[src/rtl/multi_issue_ctrl.sv]
// Bundle decoder / issue controller: decodes LANES MIPS instructions, issues the largest hazard-free
// prefix per cycle into a registered ID/EX group. Define ISSUE_STATS_EN to add stat_split/stat_bubble.

module mic_lane_dec (
  input  logic [31:0] instr,
  output logic [13:0] ctrl,
  output logic [4:0]  dst,
  output logic [4:0]  rs,
  output logic [4:0]  rt,
  output logic        rs_rd,
  output logic        rt_rd
);
  logic [5:0] op, fn;
  logic [3:0] alu;
  logic       rdst, m2r, asrc, rw, mr, mw, br, jmp, jr, jal;
  logic       unused_shamt;

  assign op = instr[31:26];
  assign fn = instr[5:0];
  assign rs = instr[25:21];
  assign rt = instr[20:16];
  assign unused_shamt = ^instr[10:6];

  always_comb begin
    alu = 4'hF; rdst = 1'b0; m2r = 1'b0; asrc = 1'b0; rw = 1'b0;
    mr = 1'b0; mw = 1'b0; br = 1'b0; jmp = 1'b0; jr = 1'b0; jal = 1'b0;
    rs_rd = 1'b1; rt_rd = 1'b0;
    case (op)
      6'h00: begin
        rdst = 1'b1; rt_rd = 1'b1; rw = 1'b1;
        case (fn)
          6'h20: alu = 4'h0;
          6'h22: alu = 4'h1;
          6'h24: alu = 4'h2;
          6'h25: alu = 4'h3;
          6'h26: alu = 4'h5;
          6'h27: alu = 4'h4;
          6'h2A: alu = 4'h6;
          6'h30: alu = 4'h7;
          6'h00: alu = 4'h8;
          6'h02: alu = 4'h9;
          6'h08: begin rw = 1'b0; jr = 1'b1; end
          default: rw = 1'b0;
        endcase
      end
      6'h02: begin jmp = 1'b1; rs_rd = 1'b0; end
      6'h03: begin jmp = 1'b1; jal = 1'b1; rw = 1'b1; rs_rd = 1'b0; end
      6'h04: begin alu = 4'hA; br = 1'b1; rt_rd = 1'b1; end
      6'h05: begin alu = 4'hB; br = 1'b1; rt_rd = 1'b1; end
      6'h08: begin alu = 4'h0; asrc = 1'b1; rw = 1'b1; end
      6'h0A: begin alu = 4'h6; asrc = 1'b1; rw = 1'b1; end
      6'h0C: begin alu = 4'h2; asrc = 1'b1; rw = 1'b1; end
      6'h0D: begin alu = 4'h3; asrc = 1'b1; rw = 1'b1; end
      6'h0E: begin alu = 4'h5; asrc = 1'b1; rw = 1'b1; end
      6'h23: begin alu = 4'h0; asrc = 1'b1; rw = 1'b1; m2r = 1'b1; mr = 1'b1; end
      6'h2B: begin alu = 4'h0; asrc = 1'b1; mw = 1'b1; rt_rd = 1'b1; end
      default: rdst = 1'b1;
    endcase
  end

  assign ctrl = {alu, rdst, m2r, asrc, rw, mr, mw, br, jmp, jr, jal};
  assign dst  = !rw ? 5'd0 : jal ? 5'd31 : rdst ? instr[15:11] : rt;
endmodule

module multi_issue_ctrl #(
  parameter int LANES     = 2,
  parameter int MEM_PORTS = 1,
  localparam int CTRL_W   = 14
) (
  input  logic                      clk,
  input  logic                      rst_n,
  input  logic                      flush,
  input  logic                      in_valid,
  output logic                      in_ready,
  input  logic [32*LANES-1:0]       in_instr,
  output logic                      out_valid,
  input  logic                      out_ready,
  output logic [LANES-1:0]          out_lane_valid,
  output logic [CTRL_W*LANES-1:0]   out_ctrl,
  output logic [5*LANES-1:0]        out_dst
`ifdef ISSUE_STATS_EN
  ,
  output logic [15:0]               stat_split,
  output logic [15:0]               stat_bubble
`endif
);
  typedef enum logic [1:0] {RUN, SPLIT, BUBBLE} state_t;

  state_t                        state, ret_state, eff;
  logic [LANES-1:0][31:0]        bund_q, src;
  logic [LANES-1:0][CTRL_W-1:0]  ctrl, ctrl_q;
  logic [LANES-1:0][4:0]         dst, rs, rt, dst_q;
  logic [LANES-1:0]              rs_rd, rt_rd, pend_q, pend, grp, rem;
  logic [4:0]                    trk, lw_dst;
  logic                          trk_vld, lw_hit, lu, adv, go, done;

  // BUBBLE behaves as the state it interrupted; the tracker is already clear so it issues.
  assign eff = (state == BUBBLE) ? ret_state : state;
  assign src = (eff == SPLIT) ? bund_q : in_instr;

  generate
    for (genvar k = 0; k < LANES; k++) begin : g_lane
      mic_lane_dec u_dec (
        .instr (src[k]),
        .ctrl  (ctrl[k]),
        .dst   (dst[k]),
        .rs    (rs[k]),
        .rt    (rt[k]),
        .rs_rd (rs_rd[k]),
        .rt_rd (rt_rd[k])
      );
    end
  endgenerate

  always_comb begin
    logic [31:0] wr;
    int          memc;
    logic        first, stop, brk, mem;
    pend   = (eff == SPLIT) ? pend_q : '1;
    grp    = '0;
    wr     = '0;
    memc   = 0;
    first  = 1'b1;
    stop   = 1'b0;
    brk    = 1'b0;
    mem    = 1'b0;
    lu     = 1'b0;
    lw_hit = 1'b0;
    lw_dst = '0;
    for (int j = 0; j < LANES; j++) begin
      mem = ctrl[j][5] | ctrl[j][4];
      if (pend[j] && !stop) begin
        if (first)
          lu = trk_vld && (trk != 5'd0) &&
               ((rs_rd[j] && rs[j] == trk) || (rt_rd[j] && rt[j] == trk));
        if (!first && ((rs_rd[j] && wr[rs[j]]) || (rt_rd[j] && wr[rt[j]]) || brk ||
                       (memc + int'(mem) > MEM_PORTS))) begin
          stop = 1'b1;
        end else begin
          grp[j] = 1'b1;
          first  = 1'b0;
          memc   = memc + int'(mem);
          brk    = brk | ctrl[j][3] | ctrl[j][2];
          if (dst[j] != 5'd0) wr[dst[j]] = 1'b1;
          if (ctrl[j][5]) begin lw_hit = 1'b1; lw_dst = dst[j]; end
        end
      end
    end
    rem = pend & ~grp;
  end

  assign done     = (rem == '0);
  assign go       = (eff == SPLIT) || in_valid;
  assign adv      = !out_valid || out_ready;
  assign in_ready = !flush && adv && go && !lu && done;

  always_ff @(posedge clk or negedge rst_n) begin
    if (!rst_n) begin
      state          <= RUN;
      ret_state      <= RUN;
      pend_q         <= '0;
      bund_q         <= '0;
      trk            <= '0;
      trk_vld        <= 1'b0;
      out_valid      <= 1'b0;
      out_lane_valid <= '0;
      ctrl_q         <= '0;
      dst_q          <= '0;
    end else if (flush) begin
      state          <= RUN;
      pend_q         <= '0;
      trk_vld        <= 1'b0;
      out_valid      <= 1'b0;
      out_lane_valid <= '0;
      ctrl_q         <= '0;
      dst_q          <= '0;
    end else if (adv) begin
      if (!go || lu) begin
        out_valid      <= 1'b0;
        out_lane_valid <= '0;
        ctrl_q         <= '0;
        dst_q          <= '0;
        if (lu) begin
          state     <= BUBBLE;
          ret_state <= eff;
          trk_vld   <= 1'b0;
        end else begin
          state <= RUN;
        end
      end else begin
        out_valid      <= 1'b1;
        out_lane_valid <= grp;
        for (int k = 0; k < LANES; k++) begin
          ctrl_q[k] <= grp[k] ? ctrl[k] : '0;
          dst_q[k]  <= grp[k] ? dst[k]  : '0;
        end
        if (lw_hit) begin
          trk     <= lw_dst;
          trk_vld <= 1'b1;
        end
        pend_q <= rem;
        bund_q <= src;
        state  <= done ? RUN : SPLIT;
      end
    end
  end

  assign out_ctrl = ctrl_q;
  assign out_dst  = dst_q;

`ifdef ISSUE_STATS_EN
  always_ff @(posedge clk or negedge rst_n) begin
    if (!rst_n) begin
      stat_split  <= '0;
      stat_bubble <= '0;
    end else if (adv) begin
      if (state == SPLIT && stat_split != 16'hFFFF)   stat_split  <= stat_split + 16'd1;
      if (state == BUBBLE && stat_bubble != 16'hFFFF) stat_bubble <= stat_bubble + 16'd1;
    end
  end
`endif
endmodule

[config.mk]
export PLATFORM = sky130hd
export DESIGN_NAME = multi_issue_ctrl
export DESIGN_NICKNAME = d
export VERILOG_FILES = /design/src/rtl/multi_issue_ctrl.sv
export SDC_FILE = /design/constraint.sdc
export NUM_CORES = 1
export LEC_CHECK = 0
export CAP_MARGIN = 10
export CORE_ASPECT_RATIO = 1.1
export CORE_MARGIN = 8
export CORE_UTILIZATION = 45
export DETAILED_ROUTE_END_ITERATION = 12
export PLACE_DENSITY_LB_ADDON = 0.15
export SYNTH_ARGS = -nofsm -noshare
export SYNTH_HDL_FRONTEND = slang
export SYNTH_HIERARCHICAL = 1
export SYNTH_SLANG_ARGS = --single-unit
export TNS_END_PERCENT = 1
[constraint.sdc]
create_clock -name clk -period 5.69 [get_ports clk]
set_input_delay 0.569 -clock clk [delete_from_list [all_inputs] [get_ports clk]]
set_output_delay 0.569 -clock clk [all_outputs]
set_load 0.01 [all_outputs]
==> qor.yml, run 1 <==
outcome: "finished, final reports clean"
p_int_uw: 1440
syn_nets: 884
arrival_ns: 4.53
hp-class: "in2async"
netlist_area_sq_mm: 0.00698
cts_buffers: 9
root_buffer: "clkbuf_16"
portBuffers: 100
syn_area_per_cell_sq_um: 8.56
crit_type: "reg2out"
wirelength_mm: 18.5
die_w_um: 135
drcViolationCount: 0
track_usage: 0.189
grt-ovfl-total: 0
fp.coreArea_sq_mm: 0.0151
setup_viol_count_final: 0
synthCells: 815
grt_pass1_vias: 5999
rsz0062_at_grt: "false"
io_pins: 111
dpl.hpwl_mm: 13.5
final_common_cell: "nand2_1"
slew_violations: 0
clk_pin_slew_ns: 0.07
fin_crit_ns: 5.09
crit_fanout: 8
p_sw_uw: 519
crit_path_start_kind: "flop"
cts_tree: "built"
finalPower_uw: 1960
path_buf_inv: 2
drv_cap: 0
slowest_delay_ns: 0.48
preCtsSetupSlack_ns: 0.146
grt_pass1_wl_mm: 30.6
via_per_inst: 5.63
setup_slack_ns: 0.595
yosys_warnings: 6
antenna_found_initial: 0
fin_skew_ns: 0.00659
fill_cells: 1400
vias: 5946
critPathLaunch: "state[0]$_DFFE_PN0P_"
drive_gt1_frac: 0.160
powerDensity_mw_per_mm2: 238
worstReg2RegStart: "state[0]$_DFFE_PN0P_"
placedCellCount: 1035
cp_top_family: "simple AND/OR/NAND/NOR gates"
wl_per_cell_um: 17.5
final_cells: 1056
clk_latency_ns: 0.35
cp.required_ns: 5.12
cts_sinks: 106
grt_max_degree: 69
drt_pass1_iterations: 5
power.leakage_uw: 0.00351
worstMarginPinSlew_ns: 0.703
clk_path_buf_depth: 2
crit_top_cell: "nand2_1"
slew_headroom: 0.532
fin_crit_sh: 0.895
fmax_mhz: 196
fin_nets: 924
setup_tns_ns: 0
drtIter0Drc: 451
final_cell_mix: "nand2_1 (222), dfrtp_1 (106), clkdlybuf4s50_1 (98), mux2_2 (50), nor2_1 (29)"
ir_worst_vdd_uv: 125
antennaDiodeCount: 0
gp_congestion: 0.880
initial_core_util: 0.462
cp-end-kind: "primary output"
rows: 47
crit_slowest_cell: "or4_4"
clockPowerShare: 0.362
seq_power_share: 0.449
hold_violations: 0
switching_share: 0.265
comb_power_share: 0.190
crit_chain: "nand4bb_2 -> and2_4 -> buf_4 -> nand2_1 -> nand2_1 -> or3_4 -> or4_4 -> a211oi_2 -> nor3_2 -> a21oi_2 -> o21ai_0 -> a31oi_1 -> nor4_1 -> or2_0 -> or3_1 -> nor2_2 -> dlymetal6s2s_1"
h-tree-depth: 3
syn2layout_area_growth_pct: 17.9
stdcell_area_sq_mm: 0.00823
postPlaceCellArea_sq_mm: 0.00782
antenna_left: 0
design.die.area_sq_mm: 0.0198
fp.dieH_um: 147
cts_hold_buf: 0
[worst paths after layout]
path,end,depth (start not counted),slack (ns)
max reg2reg,trk[1]$_DFFE_PN0P_,16,1.20
max in group asynchronous,out_ctrl[12]$_DFFE_PN0P_,2,4.28
min,out_ctrl[20]$_DFFE_PN0P_,1,0.25
min in group clk,out_dst[4]$_DFFE_PN0P_,2,0.48
min reg2reg,out_dst[4]$_DFFE_PN0P_,2,0.48
max,in_ready,17,0.60
[repair_timing]
action | in CTS | in global routing
setup endpoints to repair | 1 | 1
gates resized for setup | 5 | 6
buffers inserted | 1 | 4
pin swaps | 1 | 1
[power by group through the flow]
stage | Clock [uW] | Combinational (uW) | Sequential (uW)
finish | 708 | 372 | 879
detailed placement | 0 | 368 | 894
global placement | 0 | 358 | 887
floorplan | 0 | 255 | 886
global route | 755 | 409 | 889
CTS | 722 | 373 | 879
[metrics by stage]
| step | hold slack, ns | util |
|---|---|---|
| after detailed placement | 0.472 | 0.517 |
| after CTS | 0.275 | 0.541 |
| after global placement | 0.463 | 0.517 |
| after floorplan | 0.273 | - |
| after global routing | 0.304 | 0.544 |
| final | 0.247 | 0.544 |
[sequential cells by signal, indices dropped and copies added (netlist names)]
name	flops
out_ctrl	28
out_valid	1
pend_q	1
out_dst	10
state	2
bund_q	54
ret_state	2
out_lane_valid	2
trk	5
trk_vld	1
[routing by layer]
metal / track usage / wire [um] / part of all wire
met2: 0.312 / 8930 / 0.48
met5: 0 / 0 / 0
met4: 0.0658 / 314 / 0.017
met1: 0.239 / 8270 / 0.45
met3: 0.0381 / 1010 / 0.054
[cell type report]
| type | instances | area (sq um) | share of cell area |
|---|---|---|---|
| Tap cell | 196 | 245 | 0.0298 |
| Inverter | 22 | 82.6 | 0.0100 |
| Timing Repair Buffer | 126 | 1210 | 0.147 |
| Multi-Input combinational cell | 590 | 3700 | 0.450 |
| Clock buffer | 12 | 267 | 0.0324 |
| Sequential cell | 106 | 2650 | 0.322 |
| Clock inverter | 4 | 72.6 | 0.00882 |
(Power assumes the default switching activity.)
==> run 2: changes to the inputs <==
==> constraint.sdc (replaced) <==
create_clock -name clk -period 5.69 [get_ports clk]
set_input_delay 0.569 -clock clk [delete_from_list [all_inputs] [get_ports clk]]
set_output_delay 0.569 -clock clk [all_outputs]
set_load 0.005 [all_outputs]
==> run 2 against run 1 <==
Against the previous run: sequential share of layout area is 0.38 points higher; combinational power is 1% lower; count of clock-buffer cells in the layout is 2 higher; critical path depth is 1 lower; clock skew is 0.0017 ns lower; sequential power hardly changed; via count is 1.2% higher; largest cell class unchanged; largest power group unchanged; highest routed layer unchanged.
==> qor.yml, run 2 (synthesis results as in run 1) <==
fp.coreArea_sq_mm: 0.0151  # unchanged
cp_top_family: "simple AND/OR/NAND/NOR gates"
initial_core_util: 0.462  # unchanged
crit_top_cell: "nand2_1"
cts_tree: "built"
clk_pin_slew_ns: 0.07  # about the same
hold_violations: 0  # unchanged
drcViolationCount: 0  # unchanged
setup_slack_ns: 0.248  # -0.348 ns
final_cell_mix: "nand2_1 (222), dfrtp_1 (106), clkdlybuf4s50_1 (99), mux2_2 (50), nor2_1 (29)"
crit_path_start_kind: "flop"
crit_type: "reg2out"
worstMarginPinSlew_ns: 0.912  # +0.209 ns
drt_pass1_iterations: 5  # unchanged
cts_hold_buf: 0  # unchanged
cts_sinks: 106  # unchanged
vias: 6017  # +1.2%
hp-class: "in2async"
crit_fanout: 15  # +7
slew_violations: 0  # unchanged
setup_viol_count_final: 0  # unchanged
regMostFlops: "bund_q"
rr_endpoint: "out_dst[6]$_DFFE_PN0P_"
wirelength_mm: 18.3  # -1.5%
setup_tns_ns: 0  # unchanged
dpl.hpwl_mm: 13.4  # -0.72%
portBuffers: 100  # unchanged
powerDensity_mw_per_mm2: 225  # -5.6%
cp.required_ns: 5.12  # about the same
ir_worst_vdd_uv: 142  # +14%
slew_headroom: 0.392  # -0.140
gp_congestion: 0.868  # -1.3%
track_usage: 0.185  # -0.00369
die_w_um: 135  # unchanged
fin_skew_ns: 0.00488  # -0.00172 ns
path_buf_inv: 1  # -1
grt_pass1_vias: 5990  # -0.15%
outcome: "finished, final reports clean"
fp.dieH_um: 147  # unchanged
syn2layout_area_growth_pct: 16.5
clk_path_buf_depth: 2  # unchanged
via_per_inst: 5.73  # +1.7%
worstReg2RegStart: "state[0]$_DFFE_PN0P_"
seq_area_sq_mm: 0.00265  # unchanged
fin_nets: 919  # -0.54%
cp-end-kind: "primary output"
arrival_ns: 4.87  # +0.34 ns
rows: 47  # unchanged
postCtsSetupBuffers: 0  # -1
drive_gt1_frac: 0.152  # -0.00842
fin_crit_sh: 0.956  # +0.0611
cts_buffers: 9  # unchanged
antenna_left: 0  # unchanged
preCtsSetupSlack_ns: 0.285  # +0.140 ns
antennaDiodeCount: 0  # unchanged
fmax_mhz: 184  # -6.4%
clk_latency_ns: 0.35  # about the same
grt_max_degree: 72  # +4.3%
drv_cap: 0  # unchanged
h-tree-depth: 3  # unchanged
root_buffer: "clkbuf_16"
crit_slowest_cell: "clkdlybuf4s50_1"
final_common_cell: "nand2_1"
critPathLaunch: "state[0]$_DFFE_PN0P_"
wl_per_cell_um: 17.4  # -1.0%
slowest_delay_ns: 0.53  # +0.05 ns
r2r_slack_ns: 1.18  # -0.02 ns
fin_crit_ns: 5.44  # +0.348 ns
grt_pass1_wl_mm: 29.9  # -2.2%
io_pins: 111  # unchanged
antenna_found_initial: 0  # unchanged
reg2reg_depth: 16  # unchanged
fill_cells: 1455  # +3.9%
design.die.area_sq_mm: 0.0198  # unchanged
multi_input_area_sq_mm: 0.00373  # +0.78%
largest_reg_flops: 54  # unchanged
grt-ovfl-total: 0  # unchanged
power.leakage_uw: 0.00344  # -1.9%
crit_chain: "nand4bb_2 -> and2_4 -> nand2_1 -> nand2_1 -> or3_4 -> or4_4 -> a211oi_2 -> nor3_4 -> a21oi_2 -> nor4bb_1 -> a31oi_1 -> nor3_1 -> or2_0 -> or3_1 -> nor2_2 -> clkdlybuf4s50_1"
drtIter0Drc: 384  # -15%
run 2: cell types whose count changed in the layout (fill, tap and decap cells not counted), sizes merged:
| cell | delta |
|---|---|
| buf | -5 |
| bufinv | -2 |
| clkbuf | +2 |
| clkdlybuf4s50 | +1 |
| dlymetal6s2s | -1 |
run 2: worst max path at each step:
| stage | end | slack, ns | cells past startpoint |
|---|---|---|---|
| final | in_ready | 0.25 | 16 |
| after CTS | in_ready | 0.01 | 16 |
| after floorplan | in_ready | 0.86 | 19 |
| after detailed placement | in_ready | 0.29 | 16 |
| after global routing | in_ready | -0.007 | 17 |
| after global placement | in_ready | 0.34 | 16 |
run 2: timing repair:
action | 4_1_cts | 5_1_grt
gates resized for setup | 4 | 9
pin swaps | 0 | 0
endpoints found under the setup margin | 1 | 1
run 2: area by class of cell:
type                       count  area share
multi-input combinational    590       0.458
sequential                   106       0.326
timing repair buffer         121       0.142
clock buffer                  14      0.0312
tap                          196      0.0302
inverter                      22      0.0102
clock inverter                 2     0.00154
run 2: metal layers:
layer,global-route usage,routed length (um)
met1,0.242,8100
met2,0.296,8670
met3,0.0364,1170
met4,0.0691,317
met5,0,0
run 2: metrics by stage:
| stage | cell area (sq um) | cells | utilization | total power, uW | hold WS (ns) |
|---|---|---|---|---|---|
| finish | 8130 | 1051 | 0.538 | 1830 | 0.330 |
| global route | 8130 | 1051 | 0.538 | 1930 | 0.428 |
| CTS | 8090 | 1051 | 0.535 | 1840 | 0.385 |
| detailed placement | 7800 | 1035 | 0.516 | 1260 | 0.470 |
| global placement | 7800 | 1035 | 0.516 | 1240 | 0.464 |
| floorplan | 6980 | 815 | - | 1140 | 0.273 |
run 2: power by group:
| group | internal, uW | total [uW] | switching, uW |
|---|---|---|---|
| Combinational | 181 | 367 | 185 |
| Clock | 309 | 582 | 273 |
| Sequential | 836 | 878 | 42.0 |
| Total | 1330 | 1830 | 500 |
